**config.mk**
```make
export PLATFORM = sky130hd
export DESIGN_NAME = mem_request_arbiter
export DESIGN_NICKNAME = d
export VERILOG_FILES = /design/src/rtl/mem_request_arbiter.sv
export SDC_FILE = /design/constraint.sdc
export NUM_CORES = 1
export LEC_CHECK = 0
export CAP_MARGIN = 20
export CORE_ASPECT_RATIO = 0.5
export CORE_MARGIN = 1
export CORE_UTILIZATION = 33
export DETAILED_ROUTE_END_ITERATION = 12
export PLACE_DENSITY = 0.77
export SYNTH_ARGS = -nofsm -noshare
export SYNTH_HDL_FRONTEND = slang
export SYNTH_SLANG_ARGS = --single-unit
```
**constraint.sdc**
```tcl
create_clock -name CLK -period 1.7 [get_ports CLK]
set_clock_uncertainty 0.2 [all_clocks]
set_input_delay 0.51 -clock CLK [delete_from_list [all_inputs] [get_ports CLK]]
set_output_delay 0.51 -clock CLK [all_outputs]
set_load 0.01 [all_outputs]
```
**src/rtl/mem_request_arbiter.sv**
```systemverilog
// Round-robin arbiter that multiplexes NREQ requesters onto one shared memory port.
// A granted access is latched and held on the port until mem_ready or the wait-state timeout.
module mem_request_arbiter #(
   parameter int NREQ     = 2,
   parameter int ADDR_W   = 32,
   parameter int DATA_W   = 32,
   parameter int MAX_WAIT = 15
) (
   input  logic                   CLK,
   input  logic                   nRST,
   input  logic                   halt,
   input  logic [NREQ-1:0]        req,
   input  logic [NREQ-1:0]        wen,
   input  logic [NREQ*ADDR_W-1:0] addr,
   input  logic [NREQ*DATA_W-1:0] wdata,
   output logic [NREQ-1:0]        done,
   output logic [DATA_W-1:0]      rdata,
   output logic                   timeout_err,
   output logic                   mem_ren,
   output logic                   mem_wen,
   output logic [ADDR_W-1:0]      mem_addr,
   output logic [DATA_W-1:0]      mem_wdata,
   input  logic [DATA_W-1:0]      mem_rdata,
   input  logic                   mem_ready
);

   localparam int PTR_W = (NREQ > 1) ? $clog2(NREQ) : 1;
   localparam int CNT_W = (MAX_WAIT > 1) ? $clog2(MAX_WAIT) : 1;
   localparam logic [PTR_W-1:0] LAST_IDX = PTR_W'(NREQ - 1);
   localparam logic [CNT_W-1:0] CNT_LAST = CNT_W'(MAX_WAIT - 1);

   typedef enum logic {
      IDLE   = 1'b0,
      ACCESS = 1'b1
   } state_t;

   state_t             state_r;
   logic [PTR_W-1:0]   ptr_r;
   logic [PTR_W-1:0]   win_r;
   logic               wen_r;
   logic [ADDR_W-1:0]  addr_r;
   logic [DATA_W-1:0]  wdata_r;
   logic [CNT_W-1:0]   cnt_r;

   logic [PTR_W-1:0]   pick_s;
   logic               wen_sel_s;
   logic [ADDR_W-1:0]  addr_sel_s;
   logic [DATA_W-1:0]  wdata_sel_s;
   logic               in_access_s;
   logic               expire_s;
   logic               finish_s;

   function automatic logic [PTR_W-1:0] next_idx(input logic [PTR_W-1:0] i);
      logic [PTR_W-1:0] n;
      if (i == LAST_IDX) begin
         n = {PTR_W{1'b0}};
      end else begin
         n = i + 1'b1;
      end
      return n;
   endfunction

   // Search starts at the pointer so the previous winner becomes lowest priority.
   function automatic logic [PTR_W-1:0] rr_pick(input logic [NREQ-1:0] r,
                                                input logic [PTR_W-1:0] p);
      logic [PTR_W-1:0] idx;
      logic [PTR_W-1:0] pick;
      logic             hit;
      idx  = p;
      pick = p;
      hit  = 1'b0;
      for (int i = 0; i < NREQ; i++) begin
         if (!hit && r[idx]) begin
            pick = idx;
            hit  = 1'b1;
         end
         idx = next_idx(idx);
      end
      return pick;
   endfunction

   // Winner selection and request mux for the next grant.
   always_comb begin
      pick_s      = rr_pick(req, ptr_r);
      wen_sel_s   = 1'b0;
      addr_sel_s  = {ADDR_W{1'b0}};
      wdata_sel_s = {DATA_W{1'b0}};
      for (int i = 0; i < NREQ; i++) begin
         if (pick_s == PTR_W'(i)) begin
            wen_sel_s   = wen[i];
            addr_sel_s  = addr[i*ADDR_W +: ADDR_W];
            wdata_sel_s = wdata[i*DATA_W +: DATA_W];
         end else begin
            wen_sel_s   = wen_sel_s;
            addr_sel_s  = addr_sel_s;
            wdata_sel_s = wdata_sel_s;
         end
      end
   end

   // Completion decode: a timeout finishes the access exactly like mem_ready, minus the data.
   always_comb begin
      in_access_s = (state_r == ACCESS);
      expire_s    = in_access_s && !mem_ready && (cnt_r == CNT_LAST);
      finish_s    = in_access_s && (mem_ready || (cnt_r == CNT_LAST));
      done        = {NREQ{1'b0}};
      for (int i = 0; i < NREQ; i++) begin
         if (finish_s && (win_r == PTR_W'(i))) begin
            done[i] = 1'b1;
         end else begin
            done[i] = 1'b0;
         end
      end
      if (in_access_s && mem_ready && !wen_r) begin
         rdata = mem_rdata;
      end else begin
         rdata = {DATA_W{1'b0}};
      end
      timeout_err = expire_s;
      mem_ren     = in_access_s & ~wen_r;
      mem_wen     = in_access_s & wen_r;
   end

   assign mem_addr  = addr_r;
   assign mem_wdata = wdata_r;

   // Grant / access state machine with round-robin pointer and wait-state counter.
   always_ff @(posedge CLK or negedge nRST) begin
      if (!nRST) begin
         state_r <= IDLE;
         ptr_r   <= {PTR_W{1'b0}};
         win_r   <= {PTR_W{1'b0}};
         wen_r   <= 1'b0;
         addr_r  <= {ADDR_W{1'b0}};
         wdata_r <= {DATA_W{1'b0}};
         cnt_r   <= {CNT_W{1'b0}};
      end else begin
         case (state_r)
            IDLE: begin
               if ((|req) && !halt) begin
                  win_r   <= pick_s;
                  wen_r   <= wen_sel_s;
                  addr_r  <= addr_sel_s;
                  wdata_r <= wdata_sel_s;
                  cnt_r   <= {CNT_W{1'b0}};
                  state_r <= ACCESS;
               end else begin
                  state_r <= IDLE;
               end
            end
            ACCESS: begin
               if (finish_s) begin
                  ptr_r   <= next_idx(win_r);
                  state_r <= IDLE;
               end else begin
                  cnt_r   <= cnt_r + 1'b1;
               end
            end
            default: begin
               state_r <= IDLE;
            end
         endcase
      end
   end

endmodule
```
# After elaboration in Yosys (flattened, before gate mapping)
# Cells that the tools add are included.
# classes
shifts,0
n_eq_ne,3
n_reduce_logical,18
magnitude_cmp,2
mux,20
n_div,0
bitwise_logic,5
addsub,3
multipliers,0
# op_table
op,count
$mux 32,3
$mux 1,13
$logic_and 1x1->1,9
$mux 4,2
$pmux 4 s2,1
$reduce_and 2->1,3
$add 4x1->4 const B,1
$eq 4x4->1 const B,1
$logic_not 1->1,4
$lt 1x2->1 const B,2
$ne 2x2->1 const B,2
$not 1->1,3
$add 1x1->1 const B,2
$and 1x1->1,2
$pmux 1 s2,1
$reduce_or 2->1,1
$logic_or 1x1->1,1
# word_totals
regBits,72
output_inout_bits,101
input_bits,168
latch_bits,0
elab_cells,58
rom_bits,0
ramBits,0
memories,0

# Longest topological paths before layout
# depth
word_depth,7
depth_mapped,5
depth_no_buf,5

# Least setup slack after synthesis
# OpenSTA, ideal clock, no wires.
# synth_timing
path_type,reg2out
from,reg cnt_r[0]
to,out done[0]
required_time_ps,990
arrival_time_ps,1096
path_slack_ps,-106
path_stages_with_launch,6
n_path_buf,0
cell_sequence,dfrtp_1 > inv_1 > ha_1 > and3_1 > o21ai_1 > nor2_1
# synth_between
elab_chain_cells,5
# synth_rtl
item,line,source
start: declaration,43,logic [CNT_W-1:0] cnt_r;
start signal: assignment,136,cnt_r <= {CNT_W{1'b0}};
start signal: assignment,145,cnt_r <= {CNT_W{1'b0}};
start signal: assignment,156,cnt_r <= cnt_r + 1'b1;
$eq 4x4->1,105,finish_s = in_access_s && (mem_ready || (cnt_r == CNT_LAST));
$logic_or 1x1->1,105,
$logic_and 1x1->1,105,
$logic_and 1x1->1,108,if (finish_s && (win_r == PTR_W'(i))) begin
$mux 1,108,
end: declaration,16,"output logic [NREQ-1:0] done,"
# No other way between the ends.

# Worst setup path in the final report
# layout_timing
from,reg wen_r
to,out rdata[3]
# layout_between
elab_chain_cells,3
# layout_rtl
item,line,source
start: declaration,40,logic wen_r;
start signal: assignment,142,wen_r <= wen_sel_s;
$logic_not 1->1,114,if (in_access_s && mem_ready && !wen_r) begin
$logic_and 1x1->1,114,
$mux 32,114,
end: declaration,17,"output logic [DATA_W-1:0] rdata,"
# No other way between the ends.

==> summary.txt <==
Global routing
  – Number of global-route vias before repair: 5119
  – GR Layer Usage met1: ~36%
  – GR Util met2: 50.1%
  – Initial antenna violation count: 1
  – Grt met3 use: under 10%
  – GRT Util Overall: between 20% and 30%
  – Busiest layer in global routing: met2
  – Largest net degree at the start of global routing: 38
  – GRT overflow: 0
  – First-pass GRT wire length: 28700 um

Power
  – P_sw: 3710 uW
  – Net Sw Frac: 38.3%
  – Clk network pwr share: around a fifth
  – Leak: ~0.0035 uW
  – Max IR drop VDD: 0.552 mV
  – Power Density: between 1000 and 1500 nW/um^2
  – PnR Total Power: 9700 uW
  – Power share of the combinational group: 51.8%
  – Int Pwr: 5990 uW
  – Reg power frac: 28.7%

Synth
  – Count of different cell masters after synthesis: 29
  – Mapped Area: 4110 um^2
  – Yosys reg bits: 72
  – Yosys Warn Count: 0
  – Cells after Synth: ~460
  – Cell taking the most area after synthesis: dfrtp_1
  – Post-synthesis sequential area ratio: 43.8%
  – Post-Syn Nets: approximately 630
  – Synth area leaders: dfrtp_1, nand3b_1, a31oi_1, a21oi_1, o21ai_0
  – Mean Syn Cell Area: 8.99 um^2
  – Post-synth top area share: 43.8%

STA
  – Max_slew headroom: between 60% and 70%
  – Fin. max-slew vios: 0
  – Worst slew pin tran: ~580 ps
  – Final hold vios: 0
  – PnR worst setup slack: -564 ps
  – RSZ-0062 raised after global routing: true
  – Final setup viols: 108
  – Final hold slack: 353 ps
  – Period utilisation layout: 133%
  – Setup TNS Final: -29240 ps
  – Min Tclk post-route: 2260 ps
  – Max Freq: about 440 MHz

Clocking
  – Bufs on Longest Clock Path: 2
  – Worst-Skew Late Latency: 340 ps
  – Clock sinks: slightly above 70
  – Root buffer cell: clkbuf_16
  – TritonCTS buffer count: 9
  – H-tree levels: 3
  – CTS clock-pin slew for the worst setup and hold paths: 70 ps
  – TritonCTS clock tree: yes

Route
  – DRT Pass-1 Iters: 5
  – Via count: 5593
  – DRT antenna net count: 0
  – WL final: 22100 um
  – DRC violations left: 0
  – Post-DR wirelength/cell: 23.5 um
  – Via density: 5.92
  – Starting DRC count in detailed routing: 585

Floorplan
  – DIE WIDTH: 160 um
  – Starting density of the core: 34.3%
  – IO Pins: 269
  – Core ar.: 12000 um^2
  – Chip height: 80.9 um
  – Die ar.: between 10000 and 15000 um^2
  – Row cnt: 28

Worst setup path
  – CP Data Required Time: 990 ps
  – WS Path Type: flop to output pin
  – Critical Path AT: 1550 ps
  – Crit Path Max Fanout: 8
  – Kind of end point of the critical path: output pin
  – Startpoint Class: flop

Finish
  – Most frequent cells in the layout: clkdlybuf4s50_1, dfrtp_1, nand3b_1
  – Area of the multi-input gates: ~2700 um^2
  – FF+latch area: between 1500 and 2000 um^2
  – Fin cells: 944
  – Share of layout cells above drive strength 1: 39.8%
  – # nets final: 943
  – Layout area overhead: 115%
  – Final-layout fill cell count: 734
  – Most common cell after layout, fill and taps aside: clkdlybuf4s50_1

Flow run
  – MaxCap Viol Count: 0

Place
  – Pre-CTS WS: -961 ps
  – DPL Wire Length: around 12000 um
  – Final GP Congestion: 0.784
  – Placed insts: 879
  – Port Buffers: 268

Hold path
  – Hold crit path type: flop to flop

Run status
  – Status: finished with violations
  – Violated checks: setup timing
[flip-flops by register name (all words and copies together), names as in the netlist]
signal,cells
cnt_r,4
mem_addr,32
win_r,1
wen_r,1
mem_wdata,32
in_access_s,1
ptr_r,1
[synth_stat cells]
cell and instances:
a21bo_1 1, a21boi_2 1, a21oi_1 67, a31o_2 1, a31oi_1 65, a32o_1 1
and2_1 1, and2b_1 1, and3_1 33, buf_2 19, buf_4 10, buf_6 6
clkbuf_1 20, dfrtp_1 72, ha_1 2, inv_1 2, mux2_2 2, mux2i_1 1
nand2_1 2, nand2b_1 3, nand3_1 2, nand3b_1 65, nor2_1 6, nor2_2 2
o21ai_0 62, o21ai_1 5, o221ai_1 1, o22ai_1 2, or2_1 2
[per-stage QoR]
stage	utilization (%)	cell area (um^2)
6_report	73.6	8820
5_1_grt	73.6	8820
4_1_cts	69.2	8290
3_5_place_dp	60.9	7300
3_3_place_gp	60.9	7300
2_1_floorplan	-	4180
[cell families (layout without fill, tap and decap cells)]
logic type | Yosys count | in the layout | synth area share, %
AND/OR/NAND/NOR | 117 | 117 | 19.3
multiplexers | 3 | 3 | 0.791
AO/OA/AOI/OAI | 206 | 206 | 27.7
flip-flops | 72 | 72 | 43.8
adder cells (fa/ha/maj) | 2 | 2 | 0.609
other | 0 | 1 | 0
buffers and inverters | 57 | 378 | 7.79
[power by group through the flow]
stage	Sequential (uW)	Combinational (uW)	Clock [uW]
after floorplan	2870	1510	0
after global placement	2630	3910	0
after detailed placement	2650	3980	0
after CTS	2640	4340	1870
after global routing	2830	5240	1980
final	2780	5020	1900
[critical path, cell delays in order (launching register included)]
cell,delay [ps]
dfrtp_1,390
and2b_4,340
clkbuf_16,180
and3_1,160
buf_2,130
[layer usage]
metal	vias up	wire length (um)
met5	-	0
met4	0	1280
met3	129	1530
met2	350	10900
met1	2752	8390
li1	2362	-
[final timing paths]
path / to / slack [ps] / cells after the start / from
hold reg to reg: mem_addr[23]$_DFFE_PN0P_ / 350 / 2 / mem_addr[23]$_DFFE_PN0P_
max in group asynchronous: mem_addr[31]$_DFFE_PN0P_ / 430 / 3 / nRST
min in group asynchronous: cnt_r[2]$_DFFE_PN0P_ / 390 / 2 / nRST
setup / recovery: rdata[3] / -560 / 4 / wen_r$_DFFE_PN0P_
setup reg to reg: mem_addr[27]$_DFFE_PN0P_ / -310 / 8 / in_access_s$_DFF_PN0_
hold / removal: mem_addr[23]$_DFFE_PN0P_ / 350 / 2 / mem_addr[23]$_DFFE_PN0P_
[repair_timing]
item,in CTS,in global routing
setup buffers,20,16
endpoints found under the hold margin,14,0
gates cloned,16,4
endpoints found under the setup margin,172,144
hold buffers,1,0
resized for setup,338,181
pin swaps,13,19
[layout make-up]
| type | count | area share, % |
|---|---|---|
| diodes | 1 | 0.0284 |
| inverters | 2 | 0.0851 |
| multi-input cells | 328 | 31.1 |
| clock buffers | 12 | 3.02 |
| clock inverters | 4 | 0.312 |
| well taps | 165 | 2.34 |
| flip-flops and latches | 72 | 20.4 |
| repair buffers | 360 | 42.7 |
Note: power is estimated with default switching activity, not from simulation.
